[src/rtl/instruction_fetch_pkg.sv]
// Shared types and constants for the instruction fetch unit: FSM state
// encoding, word/displacement widths and the default reset PC.
package instruction_fetch_pkg;

  localparam int WORD_W = 16;
  localparam int DISP_W = 8;

  typedef logic [WORD_W-1:0] word_t;
  typedef logic [DISP_W-1:0] disp_t;

  localparam word_t DEFAULT_RESET_PC = 16'h0000;

  typedef enum logic [1:0] {
    ST_IDLE,
    ST_FETCH,
    ST_VALID
  } fetch_state_t;

  function automatic word_t sext_disp(input disp_t d);
    return {{(WORD_W-DISP_W){d[DISP_W-1]}}, d};
  endfunction

endpackage

[src/rtl/instruction_fetch_pc_next_calc.sv]
// Combinational next-PC selection: absolute jump beats relative branch,
// displacement is sign-extended and the sum wraps modulo 2^16.
module pc_next_calc
  import instruction_fetch_pkg::*;
(
  input  word_t i_pc,
  input  logic  i_pc_write,
  input  logic  i_pc_increment,
  input  disp_t i_imm,
  input  word_t i_target,
  output word_t o_next_pc,
  output logic  o_update
);

  // NOTE: every output gets a default first so no path through the block can infer a latch.
  always_comb begin
    o_update  = i_pc_write | i_pc_increment;
    o_next_pc = i_pc;
    if (i_pc_write) begin
      o_next_pc = i_target;
    end else if (i_pc_increment) begin
      o_next_pc = i_pc + sext_disp(i_imm);
    end
  end

endmodule

[src/rtl/instruction_fetch.sv]
// Instruction fetch unit: PC register, IDLE/FETCH/VALID handshake with
// instruction memory and the instruction register. Optional fetch
// watchdog enabled by defining FETCH_TIMEOUT_EN.
module instruction_fetch
  import instruction_fetch_pkg::*;
#(
  parameter word_t RESET_PC       = DEFAULT_RESET_PC,
  parameter int    TIMEOUT_CYCLES = 15
) (
  input  logic  Clock,
  input  logic  Reset,
  input  logic  IRWrite,
  input  logic  PCIncrement,
  input  logic  PCWrite,
  input  disp_t PCImmediate,
  input  word_t PCTarget,
  input  word_t MemData,
  input  logic  MemReady,
  output logic  MemRead,
  output word_t MemAddr,
  output word_t INS,
  output word_t PC,
  output logic  InsValid,
  output logic  Busy,
  output logic  Fault
);

  if (TIMEOUT_CYCLES < 1) begin : g_bad_timeout
    $error("TIMEOUT_CYCLES must be at least 1");
  end

  fetch_state_t r_state;
  word_t        r_pc;
  word_t        r_ins;
  logic         r_ins_valid;
  logic         r_busy;

  word_t        w_next_pc;
  logic         w_pc_update;

`ifdef FETCH_TIMEOUT_EN
  localparam int TO_W = $clog2(TIMEOUT_CYCLES + 1);
  localparam logic [TO_W-1:0] TO_LAST = TO_W'(TIMEOUT_CYCLES - 1);

  logic [TO_W-1:0] r_timeout_cnt;
  logic            r_fault;
`endif

  pc_next_calc u_pc_next_calc (
    .i_pc          (r_pc),
    .i_pc_write    (PCWrite),
    .i_pc_increment(PCIncrement),
    .i_imm         (PCImmediate),
    .i_target      (PCTarget),
    .o_next_pc     (w_next_pc),
    .o_update      (w_pc_update)
  );

  // NOTE: sequential state uses non-blocking assignments so every register samples pre-edge values.
  always_ff @(posedge Clock) begin
    if (Reset) begin
      r_state     <= ST_IDLE;
      r_pc        <= RESET_PC;
      r_ins       <= '0;
      r_ins_valid <= 1'b0;
      r_busy      <= 1'b0;
`ifdef FETCH_TIMEOUT_EN
      r_timeout_cnt <= '0;
      r_fault       <= 1'b0;
`endif
    end else begin
      unique case (r_state)
        ST_IDLE: begin
          if (w_pc_update) begin
            r_pc <= w_next_pc;
          end
          if (IRWrite) begin
            r_state <= ST_FETCH;
            r_busy  <= 1'b1;
          end
        end

        // PC is frozen here so MemAddr stays stable for the whole request.
        ST_FETCH: begin
          if (MemReady) begin
            r_ins       <= MemData;
            r_ins_valid <= 1'b1;
            r_busy      <= 1'b0;
            r_state     <= ST_VALID;
`ifdef FETCH_TIMEOUT_EN
            r_timeout_cnt <= '0;
          end else if (r_timeout_cnt == TO_LAST) begin
            r_fault       <= 1'b1;
            r_ins         <= '0;
            r_ins_valid   <= 1'b0;
            r_busy        <= 1'b0;
            r_state       <= ST_IDLE;
            r_timeout_cnt <= '0;
          end else begin
            r_timeout_cnt <= r_timeout_cnt + 1'b1;
`endif
          end
        end

        ST_VALID: begin
          if (w_pc_update) begin
            r_pc        <= w_next_pc;
            r_ins_valid <= 1'b0;
            if (IRWrite) begin
              r_state <= ST_FETCH;
              r_busy  <= 1'b1;
            end else begin
              r_state <= ST_IDLE;
            end
          end else if (IRWrite) begin
            r_ins_valid <= 1'b0;
            r_state     <= ST_FETCH;
            r_busy      <= 1'b1;
          end
        end

        default: begin
          r_state <= ST_IDLE;
          r_busy  <= 1'b0;
        end
      endcase
    end
  end

  assign MemRead  = r_busy;
  assign Busy     = r_busy;
  assign MemAddr  = r_pc;
  assign PC       = r_pc;
  assign INS      = r_ins;
  assign InsValid = r_ins_valid;

`ifdef FETCH_TIMEOUT_EN
  assign Fault = r_fault;
`else
  assign Fault = 1'b0;
`endif

endmodule

[config.mk]
export PLATFORM = sky130hd
export DESIGN_NAME = instruction_fetch
export DESIGN_NICKNAME = d
export VERILOG_FILES = /design/src/rtl/instruction_fetch_pkg.sv /design/src/rtl/instruction_fetch_pc_next_calc.sv /design/src/rtl/instruction_fetch.sv
export SDC_FILE = /design/constraint.sdc
export NUM_CORES = 1
export LEC_CHECK = 0
export ABC_CLOCK_PERIOD_IN_PS = 2000
export BUFFER_PORTS_ARGS = -buffer_cell sky130_fd_sc_hd__buf_4
export CORE_UTILIZATION = 44
export CTS_CLUSTER_SIZE = 30
export DETAILED_ROUTE_END_ITERATION = 12
export PLACE_DENSITY = 0.83
export SLEW_MARGIN = 10
export SYNTH_ARGS = -nofsm -noshare
export SYNTH_HDL_FRONTEND = slang
export SYNTH_SLANG_ARGS = --single-unit
[constraint.sdc]
create_clock -name Clock -period 2 [get_ports Clock]
set_input_delay 0.3 -clock Clock [delete_from_list [all_inputs] [get_ports Clock]]
set_output_delay 0.3 -clock Clock [all_outputs]
set_load 0.01 [all_outputs]
==> impl_metrics.json <==
{
  "gr-usage-all-layers": 0.217,
  "cp_top_family": "compound AO/OA/AOI/OAI gates",
  "tightest_pin_transition_ns": 0.577,
  "route.vias.total": 2428,
  "ys_seq_elements": 36,
  "max_clock_freq_mhz": 460,
  "final_max_slew_viol_count": 0,
  "syn_to_final_growth_pct": 41.7,
  "syn-cell-area_um2": 2350,
  "timing_hold_violations_final": 0,
  "gp_congestion": 0.850,
  "synth_area_per_cell_um2": 7.92,
  "route.antenna.remaining_nets": 0,
  "global_route_total_overflow": 0,
  "setup-tns-final_ns": -0.256,
  "postSynthNetCount": 363,
  "use_met1": 0.245,
  "core.rowCount": 26,
  "clkSlewWorstSetupHoldPaths_ns": 0.08,
  "rsz0062_at_grt": "true",
  "route.final.wire_length_um": 6140,
  "grt_start_max_net_pins": 40,
  "multi_input_gate_area_um2": 1510,
  "core_occupancy_in_the_finished_layout": 0.648,
  "worstPathArrival_ns": 2.34,
  "number_of_h_tree_levels": 2,
  "clock_tree_from_tritoncts": "yes",
  "worst_slew_margin_rel": 0.614,
  "dpl-instance-area_um2": 3150,
  "die-width_um": 75.1,
  "die_y_um": 75.1,
  "maxCapViolCount": 0,
  "power.static_leakage_nw": 1.49,
  "synth_top_cell_area_share": 0.306,
  "antenna_cells": 0,
  "worst-endpoint-required_ns": 2.17,
  "setup-violations-final": 3,
  "grtUsageMet2": 0.383,
  "max-clock-path-buffers": 2,
  "finalPower_mw": 2.55,
  "yosys.area.top_type": "sky130_fd_sc_hd__dfxtp_1",
  "floorplan.core_area_um2": 5140,
  "failing_checks": "negative setup slack",
  "number_of_drc_violations_after_detailed_routing": 0,
  "iteration_0_drc_count_of_the_detailed_router": 83,
  "port-buffer-count": 96,
  "crit_path_max_incr_delay_ns": 0.34,
  "cp_slowest_cell": "sky130_fd_sc_hd__dfxtp_2",
  "ys_types": 46,
  "critical_path.max_fanout": 2,
  "mostFrequentLayoutCells": "120 x sky130_fd_sc_hd__buf_4, 51 x sky130_fd_sc_hd__nand2_1, 39 x sky130_fd_sc_hd__a21oi_1",
  "crit_chain": "ha_4, fa_2, a21oi_2, o22ai_2, o311ai_2, nand2b_1, a2111oi_4, a311oi_1",
  "vdd_drop_max_mv": 0.501,
  "count_of_flip_flops_with_a_built_in_enable_after_synthesis": 0,
  "clock-root-buffer": "sky130_fd_sc_hd__clkbuf_8",
  "placed_wire_length_estimate_after_detailed_placement_um": 4460,
  "min-delay-path-class": "in -> reg",
  "drive_gt1_frac": 0.378,
  "sequential_to_total_area_share_from_yosys_stat": 0.306,
  "synth_ff_type": "sky130_fd_sc_hd__dfxtp_1",
  "fp.dieArea_um2": 5640,
  "globalRoute.busiestLayer": "met2",
  "status": "complete, but fails checks",
  "drt-pass1-iter-count": 4,
  "cts.sinks": 36,
  "antenna_found_initial": 0,
  "grtUsageMet3": 0.0656,
  "min_period_over_period": 1.09,
  "clock_latency_ns": 0.30,
  "clock_skew_ns": 0.00615,
  "top_level_ports": 98,
  "layout.cells.most_common": "sky130_fd_sc_hd__buf_4",
  "fillers": 475,
  "worst_setup_path_start_kind": "register",
  "ff_latch_area_um2": 723,
  "layout.cells.non_filler": 464,
  "power_density_nw_per_um2": 766,
  "cp_num_buf_inv": 0,
  "grt_pass1_vias": 2178,
  "timing.final.ws_setup_ns": -0.173,
  "holdWs_ns": 0.246,
  "synth.area.top_cells": "sky130_fd_sc_hd__dfxtp_1 31%, sky130_fd_sc_hd__ha_1 10%, sky130_fd_sc_hd__a21oi_1 8.9%",
  "postCtsHoldBufs": 0,
  "synth-warning-count": 0,
  "final_nets": 459,
  "postLayoutCellArea_um2": 3330,
  "min_period_ns": 2.17,
  "pre_cts_ws_ns": -0.237,
  "vias_per_cell": 5.23,
  "detail_routed_net_length_per_standard_cell_um": 13.2,
  "cts_buffers": 5,
  "postSynthCellCount": 297,
  "critPathCaptureType": "register",
  "grt_first_pass_wirelength_um": 9240,
  "async_flop_share": 0,
  "dp_cells": 452,
  "initial_utilization": 0.458,
  "worstSetupPathType": "reg -> reg"
}
[path summary, 6_finish.rpt]
kind / cells past startpoint / start / endpoint / slack, ns
worst max-delay path: 8 / MemAddr[0] / MemAddr[12] / -0.17
worst max register to register: 8 / MemAddr[0] / MemAddr[12] / -0.17
worst min register to register: 2 / INS[13] / INS[13] / 0.46
worst min-delay path: 3 / MemData[15] / INS[15] / 0.25
[worst min-delay path: cells and delay by family]
| kind | cells | cell delay [ns] |
|---|---|---|
| compound gates | 1 | 0.05 |
| simple gates | 1 | 0.04 |
| buf+inv | 1 | 0.11 |
[metal layers]
metal  wire [um]  share of wire  vias to the layer above
met5           0              0                        -
met4         104          0.017                        0
met3         400          0.065                       12
met2        3040           0.49                       83
met1        2590           0.42                     1108
li1            -              -                     1225
[report_power, final]
group / total, mW / internal (mW) / switching [mW]
clock: 0.545 / 0.247 / 0.298
combinational: 1.15 / 0.582 / 0.564
sequential: 0.864 / 0.794 / 0.0704
total: 2.55 / 1.62 / 0.932
[cell type report]
| cell class | count | area share |
|---|---|---|
| clock inverter | 3 | 0.00713 |
| sequential | 36 | 0.217 |
| tap | 70 | 0.0263 |
| multi-input combinational | 225 | 0.453 |
| timing repair buffer | 120 | 0.270 |
| clock buffer | 5 | 0.0206 |
| inverter | 5 | 0.00563 |
[registers in the layout (all words and copies together), names as in the netlist]
signal,flops
INS,16
MemAddr,16
r_state,2
Busy,1
InsValid,1
[logic make-up (layout without fill, tap and decap cells)]
logic type      after synthesis  after routing  share of synthesized area
compound gates               97             97                      0.260
xor+xnor                     12             12                     0.0447
fa+ha+maj                    20             20                      0.110
buf+inv                      36            133                     0.0894
flops                        36             36                      0.306
mux                           5              5                     0.0218
other cells                   1              1                    0.00159
simple gates                 90             90                      0.167
[synthesized netlist by cell type (2+ instances only)]
cell,count
sky130_fd_sc_hd__xnor2_1,8
sky130_fd_sc_hd__dfxtp_1,36
sky130_fd_sc_hd__a21oi_1,42
sky130_fd_sc_hd__nand2_1,51
sky130_fd_sc_hd__nand3b_1,2
sky130_fd_sc_hd__xor2_1,4
sky130_fd_sc_hd__o21ai_0,16
sky130_fd_sc_hd__nand3_1,4
sky130_fd_sc_hd__o31ai_1,3
sky130_fd_sc_hd__and2_1,2
sky130_fd_sc_hd__nor3_1,2
sky130_fd_sc_hd__nor2_1,17
sky130_fd_sc_hd__inv_1,5
sky130_fd_sc_hd__a21oi_2,3
sky130_fd_sc_hd__mux2i_1,4
sky130_fd_sc_hd__o21bai_1,3
sky130_fd_sc_hd__clkbuf_1,6
sky130_fd_sc_hd__ha_1,19
sky130_fd_sc_hd__buf_4,19
sky130_fd_sc_hd__a211oi_1,8
sky130_fd_sc_hd__a21o_1,3
sky130_fd_sc_hd__o211ai_1,3
sky130_fd_sc_hd__o22ai_1,4
sky130_fd_sc_hd__buf_1,3
sky130_fd_sc_hd__buf_2,3
sky130_fd_sc_hd__and3_1,3
sky130_fd_sc_hd__nand2b_1,4
sky130_fd_sc_hd__o21a_1,2
[repair_timing]
action	4_1_cts	5_1_grt
setup buffers	3	1
setup endpoints to repair	2	9
resized for setup	0	14
pin swaps	4	4
Note: power is estimated with default switching activity, not from simulation.
